## config.mk

```make
export PLATFORM = sky130hd
export DESIGN_NAME = eu_issue_buffer_flat
export DESIGN_NICKNAME = d
export VERILOG_FILES = /design/src/rtl/eu_issue_buffer_pkg.sv /design/src/rtl/eu_issue_buffer_if.sv /design/src/rtl/eu_issue_buffer_spec_kill_check.sv /design/src/rtl/eu_issue_buffer.sv /design/src/flat_wrapper.sv
export SDC_FILE = /design/constraint.sdc
export NUM_CORES = 1
export LEC_CHECK = 0
export ABC_CLOCK_PERIOD_IN_PS = 6200
export BUFFER_PORTS_ARGS = -buffer_cell sky130_fd_sc_hd__buf_2
export CORE_AREA = 3 3 121 123
export CTS_BUF_LIST = sky130_fd_sc_hd__clkbuf_4
export DETAILED_ROUTE_END_ITERATION = 10
export DIE_AREA = 0 0 124 126
export GPL_ROUTABILITY_DRIVEN = 0
export PLACE_DENSITY_LB_ADDON = 0.2
export SKIP_CTS_REPAIR_TIMING = 1
export SLEW_MARGIN = 40
export SYNTH_ARGS = -nofsm -noshare
export SYNTH_HDL_FRONTEND = slang
export SYNTH_SLANG_ARGS = --single-unit
export TNS_END_PERCENT = 10
```

## constraint.sdc

```tcl
create_clock -name clk -period 6.2 [get_ports clk]
set_clock_uncertainty 0.1 [all_clocks]
set_input_delay 0.31 -clock clk [delete_from_list [all_inputs] [get_ports clk]]
set_output_delay 0.31 -clock clk [all_outputs]
set_load 0.01 [all_outputs]
```

## src/rtl/eu_issue_buffer_pkg.sv

```systemverilog
// eu_issue_buffer_pkg: shared bus layouts, widths and helpers for the EU issue buffer
//   port_s2e_t    : instruction to EU {pc, futype, valid}
//   port_e2s_t    : EU status {fumask, ready}
//   fubr_result_t : branch resolution {spectag, mispred, valid}
package eu_issue_buffer_pkg;
    localparam int SPEC_STATES = 8;
    localparam int FU_TYPES = 8;
    localparam int ISSBUF_DEPTH_DEFAULT = 4;
    typedef enum logic [2:0] {FU_ALU, FU_MUL, FU_IDIV, FU_FPU, FU_FDIV, FU_LDST, FU_BR, FU_MISC} fu_type_e;
    typedef logic [SPEC_STATES-1:0] spec_mask_t;
    typedef struct packed {
        logic [31:0] pc;
        fu_type_e    futype;
        logic        valid;
    } port_s2e_t;
    typedef struct packed {
        logic [FU_TYPES-1:0] fumask;
        logic                ready;
    } port_e2s_t;
    typedef struct packed {
        spec_mask_t spectag;
        logic       mispred;
        logic       valid;
    } fubr_result_t;
    localparam int PORT_S2E_LEN = $bits(port_s2e_t);
    localparam int PORT_E2S_LEN = $bits(port_e2s_t);
    localparam int FUBR_RESULT_LEN = $bits(fubr_result_t);
    function automatic port_s2e_t mk_s2e(logic [31:0] pc, fu_type_e futype);
        return '{pc: pc, futype: futype, valid: 1'b0};
    endfunction
endpackage

```

## src/rtl/eu_issue_buffer_if.sv

```systemverilog
// eu_issue_buffer_if: select-side issue handshake and EU-side transfer bus
//   master: drives Iss_Valid/Iss_Data/Iss_SpecMask/Port_E2S, sees Iss_Ready/Port_S2E
//   slave : the issue buffer
interface eu_issue_buffer_if;
    import eu_issue_buffer_pkg::*;
    logic       Iss_Valid;
    port_s2e_t  Iss_Data;
    spec_mask_t Iss_SpecMask;
    logic       Iss_Ready;
    port_e2s_t  Port_E2S;
    port_s2e_t  Port_S2E;
    modport master (output Iss_Valid, Iss_Data, Iss_SpecMask, Port_E2S, input Iss_Ready, Port_S2E);
    modport slave (input Iss_Valid, Iss_Data, Iss_SpecMask, Port_E2S, output Iss_Ready, Port_S2E);
endinterface

```

## src/rtl/eu_issue_buffer_spec_kill_check.sv

```systemverilog
// eu_issue_buffer_spec_kill_check: per-mask mispredict kill and resolved-tag clearing
//   mask, fubr in; kill, cleared_mask out (combinational)
module eu_issue_buffer_spec_kill_check
    import eu_issue_buffer_pkg::*;
(
    input  spec_mask_t   mask,
    input  fubr_result_t fubr,
    output logic         kill,
    output spec_mask_t   cleared_mask
);
    assign kill = fubr.valid & fubr.mispred & |(mask & fubr.spectag);
    assign cleared_mask = (fubr.valid & ~fubr.mispred) ? mask & ~fubr.spectag : mask;
endmodule

```

## src/rtl/eu_issue_buffer.sv

```systemverilog
// eu_issue_buffer: in-order issue buffer between select logic and an execution unit
//   clk, rst (sync, active high), Flush, FUBRresp : control and branch resolution
//   bus (slave)  : issue handshake in, Port_S2E out, Port_E2S status in
//   Occupancy    : allocated slots including killed holes
//   FUTypeErr    : registered pulse when a transferred FU type is not in FUMASK
module eu_issue_buffer
    import eu_issue_buffer_pkg::*;
#(
    parameter int DEPTH = ISSBUF_DEPTH_DEFAULT,
    localparam int AW = $clog2(DEPTH),
    localparam int PW = AW + 1
)(
    input  logic              clk,
    input  logic              rst,
    input  logic              Flush,
    input  fubr_result_t      FUBRresp,
    eu_issue_buffer_if.slave  bus,
    output logic [PW-1:0]     Occupancy,
    output logic              FUTypeErr
);
    logic [DEPTH-1:0] vld_q;
    spec_mask_t       mask_q [DEPTH];
    port_s2e_t        data_q [DEPTH];
    logic [PW-1:0]    wr_ptr, rd_ptr;
    logic [DEPTH-1:0] kill_s;
    spec_mask_t       mask_clr [DEPTH];
    logic             kill_in;
    spec_mask_t       mask_in;
    logic [AW-1:0]    rd_idx, wr_idx;
    logic             hv, xfer, pop, enq;
    port_s2e_t        head;
    genvar i;
    for (i = 0; i < DEPTH; i++) begin : g_slot
        eu_issue_buffer_spec_kill_check u_chk (
            .mask(mask_q[i]), .fubr(FUBRresp), .kill(kill_s[i]), .cleared_mask(mask_clr[i])
        );
    end
    eu_issue_buffer_spec_kill_check u_chk_in (
        .mask(bus.Iss_SpecMask), .fubr(FUBRresp), .kill(kill_in), .cleared_mask(mask_in)
    );
    always_comb begin
        rd_idx = rd_ptr[AW-1:0];
        wr_idx = wr_ptr[AW-1:0];
        Occupancy = wr_ptr - rd_ptr;
        head = data_q[rd_idx];
        hv = vld_q[rd_idx] & ~kill_s[rd_idx] & (Occupancy != '0);
        xfer = hv & bus.Port_E2S.ready & ~Flush & ~rst;
        // holes and heads killed this cycle pop without waiting for the EU
        pop = (Occupancy != '0) & (~hv | bus.Port_E2S.ready);
        bus.Iss_Ready = ~Flush & ~rst & (Occupancy < PW'(DEPTH));
        enq = bus.Iss_Valid & bus.Iss_Ready;
        bus.Port_S2E = xfer ? port_s2e_t'(head | PORT_S2E_LEN'(1)) : '0;
    end
    always_ff @(posedge clk) begin
        if (rst || Flush) begin
            vld_q <= '0;
            wr_ptr <= '0;
            rd_ptr <= '0;
            FUTypeErr <= 1'b0;
        end else begin
            for (int k = 0; k < DEPTH; k++) begin
                vld_q[k] <= vld_q[k] & ~kill_s[k];
                mask_q[k] <= mask_clr[k];
            end
            if (enq) begin
                vld_q[wr_idx] <= ~kill_in;
                mask_q[wr_idx] <= mask_in;
                data_q[wr_idx] <= bus.Iss_Data;
                wr_ptr <= wr_ptr + 1'b1;
            end
            if (pop) rd_ptr <= rd_ptr + 1'b1;
            FUTypeErr <= xfer & ~bus.Port_E2S.fumask[head.futype];
        end
    end
endmodule

```

## src/flat_wrapper.sv

```systemverilog
// flat-port wrapper written by rule: the top's interface ports become plain ports
module eu_issue_buffer_flat import eu_issue_buffer_pkg::*;
#(
    parameter int DEPTH = ISSBUF_DEPTH_DEFAULT,
    localparam int AW = $clog2(DEPTH),
    localparam int PW = AW + 1
)
  (clk, rst, Flush, FUBRresp, Occupancy, FUTypeErr, bus_Iss_Valid, bus_Iss_Data, bus_Iss_SpecMask, bus_Port_E2S, bus_Iss_Ready, bus_Port_S2E);
  eu_issue_buffer_if bus_i ();
  input  logic clk;
  input  logic rst;
  input  logic Flush;
  input  fubr_result_t FUBRresp;
  output logic [PW-1:0] Occupancy;
  output logic FUTypeErr;
  input wire logic [$bits(bus_i.Iss_Valid)-1:0] bus_Iss_Valid;
  input wire logic [$bits(bus_i.Iss_Data)-1:0] bus_Iss_Data;
  input wire logic [$bits(bus_i.Iss_SpecMask)-1:0] bus_Iss_SpecMask;
  input wire logic [$bits(bus_i.Port_E2S)-1:0] bus_Port_E2S;
  output wire logic [$bits(bus_i.Iss_Ready)-1:0] bus_Iss_Ready;
  output wire logic [$bits(bus_i.Port_S2E)-1:0] bus_Port_S2E;
  assign bus_i.Iss_Valid = bus_Iss_Valid;
  assign bus_i.Iss_Data = bus_Iss_Data;
  assign bus_i.Iss_SpecMask = bus_Iss_SpecMask;
  assign bus_i.Port_E2S = bus_Port_E2S;
  assign bus_Iss_Ready = bus_i.Iss_Ready;
  assign bus_Port_S2E = bus_i.Port_S2E;
  eu_issue_buffer #(.DEPTH(DEPTH)) u_core (.clk(clk), .rst(rst), .Flush(Flush), .FUBRresp(FUBRresp), .bus(bus_i), .Occupancy(Occupancy), .FUTypeErr(FUTypeErr));
endmodule
```

==> flow_summary.json, run 1 <==
{
  "drv_slew": 0,
  "drt_first_iter_violations": 293,
  "p_int_w": 0.001759,
  "clk_pin_slew_ns": 0.14,
  "finalSetupViolCount": 0,
  "relSlewSlack": 0.4370,
  "finalNonFillerCells": 794,
  "synth_seq_area_share": 0.6692,
  "tns_ns": 0,
  "hold_violations": 0,
  "min_from": "FUBRresp[2]",
  "fmax_mhz": 272.1,
  "tightestPinTransition_ns": 0.8445,
  "cp-start-kind": "flop",
  "cts.sinks": 185,
  "drc": 0,
  "yosysMostFrequentCell": "edfxtp_1",
  "grt_util_all_layers": 0.2024,
  "p_comb_frac": 0.115,
  "period_minus_slack_ns": 3.676,
  "ant_nets": 0,
  "grt_pass1_wl_mm": 23.54,
  "syn_nets": 541,
  "grt_max_degree": 38,
  "area_delta_synth_final_pct": 15.85,
  "avgSynthCellArea_um2": 17.36,
  "yosysTopAreaCellShare": 0.6371,
  "grt_overflow": 0,
  "dr.pass1.iters": 5,
  "cp_max_fo": 37,
  "synth_edf_count": 172,
  "critPathSlowestCell": "dfxtp_1",
  "placedCellCount": 724,
  "critPathLaunch": "u_core.wr_ptr[0]$_SDFFE_PN0N_",
  "drt-wirelength-per-cell_um": 19.29,
  "antenna_found_initial": 0,
  "synth_area_um2": 8107,
  "row_count": 43,
  "clock_path_buffers": 2,
  "worst_path_largest_cell_delay_ns": 0.42,
  "path_cells": "inv_1, ha_1, fa_1, xor3_2, or2_2, and3_1, o211ai_4, buf_4, nor2b_1, buf_2",
  "ys_types": 40,
  "worst-r2r-cell-count": 8,
  "status": "finished, final reports clean",
  "rsz0062_at_grt": "false",
  "seq_power_share": 0.618,
  "cp_num_buf_inv": 3,
  "final_util": 0.6819,
  "coreArea_um2": 13770,
  "holdPathEnd": "u_core.mask_q[0][0]$_DFFE_PP_",
  "grt_pass1_vias": 4487,
  "synthCells": 467,
  "post-route-period-util": 0.5928,
  "power_leakage_nw": 3.469,
  "drv_cap": 0,
  "dpl.hpwl_mm": 10.07,
  "synth_area_leader_cell": "edfxtp_1",
  "clockRootBuffer": "clkbuf_4",
  "vias_per_cell": 5.816,
  "crit_type": "reg2out",
  "synth_common_cells": "172 x edfxtp_1, 40 x mux2i_1, 38 x nor2b_1",
  "clock_latency_ns": 0.55,
  "pwr-share-clk": 0.266,
  "p_switching_w": 0.0005160,
  "nets": 676,
  "swShare": 0.2268,
  "cp.required_ns": 5.79,
  "diodes": 0,
  "fp.dieH_um": 126,
  "cts_buffers": 17,
  "pin_count": 108,
  "hold_path.class": "in2reg",
  "synth_top_cells_by_area": "edfxtp_1 64%, mux4_2 10%, mux2i_1 4.9%, o2bb2ai_1 3.5%, dfxtp_1 3.2%",
  "synth_seq_cells": 185,
  "r2r_slack_ns": 2.76,
  "synth_warnings": 0,
  "cp.arrival_ns": 3.27,
  "holdPathStages": 2,
  "port_buffers": 106,
  "ys_async_sr_fraction": 0,
  "worst_setup_path_end_kind": "output port",
  "rr_startpoint": "u_core.wr_ptr[0]$_SDFFE_PN0N_",
  "initial_core_util": 0.5886,
  "cts_max_level": 4,
  "cp_top_family": "buffers and inverters",
  "dieWidth_um": 124,
  "drive_gt1_frac": 0.3143,
  "routed_wl_mm": 15.32,
  "cts_tree": "built",
  "r2r_end": "u_core.data_q[0][12]$_DFFE_PP_",
  "die_area_um2": 15620,
  "peakVddDrop_v": 0.0001391,
  "power_density_nw_per_um2": 242.3,
  "ys.flop_type": "edfxtp_1",
  "dr_total_vias": 4618
}
## sequential cells by signal, summed over array words and instances, names as in the netlist, named ones only
signal            flops
u_core.wr_ptr         3
u_core.FUTypeErr      1
u_core.vld_q          4
u_core.rd_ptr         3
u_core.mask_q        32
u_core.data_q       140
## logic make-up after synthesis
kind of cell,count (synthesis),synth area share
DFF,185,0.6692
and+or+nand+nor,79,0.06359
muxes,76,0.1494
AOI/OAI and AO/OA,72,0.07378
buffers and inverters,45,0.02701
adders and majority gates,7,0.01173
xor gates and xnor gates,3,0.005248
## worst register-to-register path, stage by stage, from the launching register on
cell and delay [ns]:
dfxtp_1 0.42, inv_1 0.10, ha_1 0.20, fa_1 0.37, xor3_2 0.29, nor3_4 0.52
nand2_4 0.26, clkinv_1 0.46, buf_4 0.40
## metal layers
metal  part of all wire  vias up  global-route usage
li1                   -     2142                   -
met4              0.012        0             0.06314
met5                  0        -                   0
met1               0.40     2300              0.2697
met3              0.063       18             0.04715
met2               0.52      158              0.3334
## how the worst max path moves through the flow
stage,slack [ns],cells past startpoint,endpoint
after global placement,2.78,8,u_core.data_q[0][26]$_DFFE_PP_
final,2.52,10,bus_Port_S2E[4]
after CTS,2.44,10,bus_Port_S2E[8]
after global routing,2.32,10,bus_Port_S2E[4]
after floorplan,2.92,8,u_core.data_q[1][10]$_DFFE_PP_
after detailed placement,2.75,8,u_core.data_q[0][22]$_DFFE_PP_
## placed cells by master (no fill, tap or decap), drive strengths merged, types with 2 or more instances in the layout
master and instances:
nand2 15, ha 6, clkinvlp 3, a41o 3, mux2i 40, nor2 13, or2 3, bufinv 2
buf 112, a21oi 5, a211oi 5, o2bb2ai 32, a22oi 20, nand2b 4, dlygate4sd3 39, a41oi 2
mux4 36, edfxtp 172, or3 2, nor2b 38, dfxtp 13, clkbuf 17, clkinv 11, inv 8
## through the flow
step                hold WS, ns  cell area [um2]  setup WS, ns  total power, W
finish                  0.04472             9392         2.524        0.002275
global route           0.007036             9392         2.319        0.002372
floorplan                0.3089             8107         2.917        0.001610
CTS                     -0.1885             9001         2.439        0.002278
global placement         0.3492             8737         2.784        0.001673
detailed placement       0.3518             8742         2.752        0.001682
## power groups by stage
stage                     clock [W]  combinational (W)  sequential (W)
after floorplan                   0           0.000192         0.00142
after global placement            0           0.000237         0.00144
after detailed placement          0           0.000245         0.00144
after CTS                  0.000624           0.000246         0.00141
after global routing       0.000673           0.000286         0.00141
final                      0.000606           0.000263         0.00141
## final cells by class
class / count / area (um2)
repair buffers: 151 / 965.9
clock buffers: 17 / 127.6
multi-input cells: 237 / 2474
clock inverters: 14 / 131.4
inverters: 10 / 37.54
flip-flops and latches: 185 / 5430
well taps: 180 / 225.2
fillers: 989 / 4382
Note: power is estimated with default switching activity, not from simulation.
==> inputs of run 2 (changes only) <==
--- a/config.mk
+++ b/config.mk
@@ -5,7 +5,7 @@
 export SDC_FILE = /design/constraint.sdc
 export NUM_CORES = 1
 export LEC_CHECK = 0
-export ABC_CLOCK_PERIOD_IN_PS = 6200
+export ABC_CLOCK_PERIOD_IN_PS = 3780
 export BUFFER_PORTS_ARGS = -buffer_cell sky130_fd_sc_hd__buf_2
 export CORE_AREA = 3 3 121 123
 export CTS_BUF_LIST = sky130_fd_sc_hd__clkbuf_4
==> constraint.sdc (replaced) <==
create_clock -name clk -period 3.78 [get_ports clk]
set_clock_uncertainty 0.1 [all_clocks]
set_input_delay 0.189 -clock clk [delete_from_list [all_inputs] [get_ports clk]]
set_output_delay 0.189 -clock clk [all_outputs]
set_load 0.01 [all_outputs]
==> flow_summary.json, run 2 (synthesis gave the netlist of run 1 again) <==
{
  "clockRootBuffer": "clkbuf_4",
  "final_util": 0.7098,
  "path_cells": "inv_1, ha_1, fa_1, xor3_2, or2_2, and3_1, o211ai_4, buf_8, nor2b_1, buf_2",
  "dr.pass1.iters": 6,
  "worst_setup_path_end_kind": "output port",
  "p_comb_frac": 0.124,
  "clk_pin_slew_ns": 0.14,
  "crit_cells": 10,
  "n_fill_cell": 946,
  "crit_type": "reg2out",
  "cts.sinks": 185,
  "diodes": 0,
  "period_minus_slack_ns": 3.537,
  "worst-r2r-cell-count": 9,
  "regMostFlops": "u_core.data_q",
  "most-common-layout-cells": "172 x edfxtp_1, 106 x buf_2, 64 x dlygate4sd3_1",
  "cp.arrival_ns": 3.25,
  "drv_cap": 0,
  "power_density_nw_per_um2": 390.6,
  "largest_reg_flops": 140,
  "cp_max_fo": 22,
  "cp_num_buf_inv": 3,
  "holdPathStages": 4,
  "drt_first_iter_violations": 375,
  "p_int_w": 0.002922,
  "pin_count": 108,
  "cts_max_level": 4,
  "grt_overflow": 0,
  "nets": 710,
  "drv_slew": 0,
  "ant_nets": 0,
  "cts_buffers": 17,
  "rsz0062_at_grt": "false",
  "hold_violations": 0,
  "port_buffers": 106,
  "area_delta_synth_final_pct": 20.59,
  "critPathSlowestCell": "dfxtp_1",
  "fp.dieH_um": 126,
  "hold_path.class": "in2reg",
  "r2r_slack_ns": 0.30,
  "clock_path_buffers": 2,
  "grt_pass1_vias": 4548,
  "vias_per_cell": 5.750,
  "r2r_end": "u_core.mask_q[0][6]$_DFFE_PP_",
  "min_from": "bus_Port_E2S[0]",
  "final_common_cell": "edfxtp_1",
  "fmax_mhz": 282.7,
  "multi_input_area_um2": 2471,
  "reg_top3": "u_core.data_q (140), u_core.mask_q (32), u_core.vld_q (4)",
  "cp_top_family": "simple AND/OR/NAND/NOR gates",
  "cts_tree": "built",
  "status": "finished, final reports clean",
  "tightestPinTransition_ns": 0.6418,
  "relSlewSlack": 0.5695,
  "finalSetupViolCount": 0,
  "power_leakage_nw": 3.658,
  "drt-wirelength-per-cell_um": 19.34,
  "worst_path_largest_cell_delay_ns": 0.43,
  "routed_wl_mm": 16.01,
  "grt_util_all_layers": 0.2061,
  "cp-start-kind": "flop",
  "peakVddDrop_v": 0.0002379,
  "dpl.hpwl_mm": 9.889,
  "die_area_um2": 15620,
  "initial_core_util": 0.5886,
  "grt_pass1_wl_mm": 24.00,
  "clock_latency_ns": 0.57,
  "coreArea_um2": 13770,
  "post-route-period-util": 0.9357,
  "p_switching_w": 0.0008969,
  "tns_ns": 0,
  "drive_gt1_frac": 0.3133,
  "grt_max_degree": 36,
  "seq_power_share": 0.602,
  "dieWidth_um": 124,
  "cp.required_ns": 3.49,
  "register_area_um2": 5428,
  "antenna_found_initial": 0,
  "rr_startpoint": "u_core.wr_ptr[0]$_SDFFE_PN0N_",
  "swShare": 0.2349,
  "drc": 0,
  "row_count": 43,
  "pwr-share-clk": 0.274,
  "dr_total_vias": 4761
}
## run 2: power by group through the flow
stage | clock, W | combinational (W) | sequential, W
2_1_floorplan | 0 | 0.000316 | 0.00233
3_3_place_gp | 0 | 0.000412 | 0.00234
6_report | 0.00105 | 0.000473 | 0.00230
5_1_grt | 0.00117 | 0.000514 | 0.00230
4_1_cts | 0.00108 | 0.000426 | 0.00230
3_5_place_dp | 0 | 0.000425 | 0.00235
## run 2: per-stage QoR
step / total power [W] / cell area [um2] / hold WS (ns) / instances / setup slack (ns)
after floorplan: 0.002641 / 8107 / 0.1879 / 467 / 0.4965
after global placement: 0.002756 / 8847 / 0.2994 / 732 / 0.7688
after detailed placement: 0.002771 / 8862 / 0.3051 / 733 / 0.6574
after CTS: 0.003802 / 9135 / -0.3377 / 764 / 0.1444
after global routing: 0.003983 / 9776 / 0.06448 / 828 / 0.03839
final: 0.003819 / 9776 / 0.06798 / 828 / 0.2431
## run 2: layout make-up
class | count | share of cell area
Multi-Input combinational cell | 237 | 0.2528
Inverter | 10 | 0.003840
Timing Repair Buffer | 185 | 0.1372
Clock buffer | 17 | 0.01306
Clock inverter | 14 | 0.01485
Sequential cell | 185 | 0.5552
Tap cell | 180 | 0.02304
## run 2: how the worst max path moves through the flow
stage	startpoint	to	slack, ns
after CTS	u_core.wr_ptr[0]$_SDFFE_PN0N_	bus_Port_S2E[7]	0.14
after global routing	u_core.wr_ptr[0]$_SDFFE_PN0N_	bus_Port_S2E[7]	0.04
after detailed placement	u_core.wr_ptr[0]$_SDFFE_PN0N_	u_core.mask_q[3][0]$_DFFE_PP_	0.66
after floorplan	u_core.wr_ptr[0]$_SDFFE_PN0N_	u_core.data_q[1][10]$_DFFE_PP_	0.50
final	u_core.wr_ptr[0]$_SDFFE_PN0N_	bus_Port_S2E[7]	0.24
after global placement	u_core.wr_ptr[0]$_SDFFE_PN0N_	u_core.mask_q[3][1]$_DFFE_PP_	0.77
## run 2: worst register-to-register path, cell delays in order (launching register included)
cell           delay, ns
dfxtp_1             0.43
inv_1               0.10
ha_1                0.20
fa_1                0.37
xor3_2              0.30
nor3_4              0.54
nand2_4             0.25
nor2_2              0.36
o2bb2ai_1           0.15
dlygate4sd3_1       0.56
## run 2: metal layers
metal / GRT usage / wire (um)
met2: 0.3325 / 8298
met3: 0.04894 / 872
met4: 0.07861 / 206
met1: 0.2741 / 6632
met5: 0 / 0
==> inputs of run 3 (changes only) <==
--- a/config.mk
+++ b/config.mk
@@ -5,14 +5,15 @@
 export SDC_FILE = /design/constraint.sdc
 export NUM_CORES = 1
 export LEC_CHECK = 0
-export ABC_CLOCK_PERIOD_IN_PS = 3780
+export ABC_CLOCK_PERIOD_IN_PS = 3070
 export BUFFER_PORTS_ARGS = -buffer_cell sky130_fd_sc_hd__buf_2
-export CORE_AREA = 3 3 121 123
+export CORE_AREA = 3 3 127 129
 export CTS_BUF_LIST = sky130_fd_sc_hd__clkbuf_4
 export DETAILED_ROUTE_END_ITERATION = 10
-export DIE_AREA = 0 0 124 126
+export DIE_AREA = 0 0 130 132
 export GPL_ROUTABILITY_DRIVEN = 0
 export PLACE_DENSITY_LB_ADDON = 0.2
+export SETUP_SLACK_MARGIN = 0.02
 export SKIP_CTS_REPAIR_TIMING = 1
 export SLEW_MARGIN = 40
 export SYNTH_ARGS = -nofsm -noshare
==> constraint.sdc (replaced) <==
create_clock -name clk -period 3.07 [get_ports clk]
set_clock_uncertainty 0.1 [all_clocks]
set_input_delay 0.307 -clock clk [delete_from_list [all_inputs] [get_ports clk]]
set_output_delay 0.307 -clock clk [all_outputs]
set_load 0.01 [all_outputs]
==> flow_summary.json, run 3 (synthesis gave the netlist of run 1 again) <==
{
  "cp.arrival_ns": 2.98,
  "placedCellCount": 748,
  "drv_slew": 0,
  "post-route-period-util": 1.104,
  "grt_util_all_layers": 0.1956,
  "fp.dieH_um": 132,
  "crit_type": "reg2out",
  "finalSetupViolCount": 36,
  "finalNonFillerCells": 828,
  "reg_top3": "u_core.data_q (140), u_core.mask_q (32), u_core.vld_q (4)",
  "pin_count": 108,
  "post_dp_cell_area_um2": 8921,
  "nets": 701,
  "dr.pass1.iters": 6,
  "cts_max_level": 4,
  "cp-start-kind": "flop",
  "grt_pass1_vias": 4666,
  "rsz0062_at_grt": "true",
  "initial_core_util": 0.5352,
  "cp_max_fo": 6,
  "power_leakage_nw": 3.682,
  "port_buffers": 106,
  "worst-r2r-cell-count": 10,
  "finalWorstSetupSlack_ns": -0.3182,
  "post-place-ws_ns": 0.1769,
  "grt_max_degree": 38,
  "clock_path_buffers": 2,
  "r2r_slack_ns": 0.17,
  "coreArea_um2": 15150,
  "diodes": 0,
  "final_util": 0.6454,
  "violations": "negative setup slack",
  "peakVddDrop_v": 0.0002453,
  "critPathLaunch": "u_core.wr_ptr[0]$_SDFFE_PN0N_",
  "rr_startpoint": "u_core.wr_ptr[0]$_SDFFE_PN0N_",
  "seq_power_share": 0.585,
  "clockRootBuffer": "clkbuf_4",
  "cts_tree": "built",
  "dieWidth_um": 130,
  "area_delta_synth_final_pct": 20.57,
  "p_int_w": 0.003702,
  "tightestPinTransition_ns": 0.5686,
  "clk_pin_slew_ns": 0.15,
  "ant_nets": 0,
  "grt_overflow": 0,
  "p_switching_w": 0.001129,
  "row_count": 45,
  "p_total_w": 0.004831,
  "final_common_cell": "edfxtp_1",
  "hold_path.class": "in2reg",
  "drt_first_iter_violations": 379,
  "drive_gt1_frac": 0.3625,
  "fmax_mhz": 295.1,
  "regMostFlops": "u_core.data_q",
  "vias_per_cell": 5.709,
  "swShare": 0.2337,
  "antenna_found_initial": 0,
  "dr_total_vias": 4727,
  "die_area_um2": 17160,
  "drc": 0,
  "cp.required_ns": 2.66,
  "dpl.hpwl_mm": 10.68,
  "clock_latency_ns": 0.55,
  "pwr-share-clk": 0.290,
  "power_density_nw_per_um2": 494.3,
  "final_area_um2": 9774,
  "drt-wirelength-per-cell_um": 20.89,
  "drv_cap": 0,
  "r2r_end": "u_core.data_q[0][23]$_DFFE_PP_",
  "cts.sinks": 185,
  "status": "complete, but fails checks",
  "cts_buffers": 17,
  "hold_violations": 0,
  "largest_reg_flops": 140,
  "endpoint": "bus_Port_S2E[20]",
  "n_fill_cell": 1099,
  "grt_pass1_wl_mm": 25.36,
  "period_minus_slack_ns": 3.388,
  "routed_wl_mm": 17.30,
  "relSlewSlack": 0.6187,
  "most-common-layout-cells": "172 x edfxtp_1, 106 x buf_2, 40 x mux2i_1",
  "p_comb_frac": 0.125,
  "worst_setup_path_end_kind": "output port"
}
-- run 3: cell types whose count changed in the layout (fill, tap and decap cells not counted), moves of 4 or more --
cell / previous run / this run
nor2b_2: 0 / 5
buf_6: 0 / 4
nor2b_1: 38 / 33
buf_4: 10 / 21
dlygate4sd3_1: 64 / 39
clkinv_1: 7 / 2
-- run 3: area by class of cell --
class	instances	area, um2	share of cell area
tap	188	235.2	0.02407
multi-input combinational	237	2506	0.2564
clock buffer	18	135.1	0.01382
sequential	185	5431	0.5557
timing repair buffer	176	1254	0.1283
inverter	10	43.79	0.004480
clock inverter	14	168.9	0.01728
-- run 3: power groups by stage --
stage / Clock [W] / Sequential (W) / Combinational, W
floorplan: 0 / 0.00286 / 0.000389
global placement: 0 / 0.00288 / 0.000521
detailed placement: 0 / 0.00289 / 0.000535
CTS: 0.00144 / 0.00283 / 0.000536
global route: 0.00154 / 0.00284 / 0.000653
finish: 0.00140 / 0.00283 / 0.000603
-- run 3: how the worst min path moves through the flow --
stage / startpoint / end / slack, ns / cells past startpoint
after floorplan: bus_Iss_Data[10] / u_core.data_q[0][10]$_DFFE_PP_ / 0.31 / 0
after global placement: u_core.vld_q[2]$_SDFF_PN0_ / u_core.vld_q[2]$_SDFF_PN0_ / 0.35 / 2
after detailed placement: u_core.vld_q[0]$_SDFF_PN0_ / u_core.vld_q[0]$_SDFF_PN0_ / 0.37 / 2
after CTS: bus_Iss_Data[35] / u_core.data_q[3][35]$_DFFE_PP_ / -0.20 / 1
after global routing: FUBRresp[9] / u_core.mask_q[2][7]$_DFFE_PP_ / 0.006 / 2
final: FUBRresp[9] / u_core.mask_q[2][7]$_DFFE_PP_ / 0.06 / 2
-- run 3: stage by stage --
stage	hold slack, ns	setup TNS [ns]
after floorplan	0.3059	-21.88
after global placement	0.3485	0
after detailed placement	0.3671	0
after CTS	-0.1973	-16.44
after global routing	0.006108	-15.27
final	0.05635	-10.51
-- run 3: critical path, cell delays in order, from the launching register on --
cell and delay, ns:
dfxtp_4 0.41, inv_4 0.04, ha_4 0.15, fa_2 0.36, xor3_2 0.41, or2_4 0.25
and3_4 0.17, o211ai_4 0.19, clkbuf_16 0.25, nor2b_1 0.05, buf_2 0.13
-- run 3: routing by layer --
layer,routed length [um],share of wire,vias up,global-route usage
met3,856,0.049,13,0.04052
met4,172,0.0099,0,0.05196
met5,0,0,-,0
met1,7503,0.43,2410,0.2739
li1,-,-,2182,-
met2,8769,0.51,122,0.3158
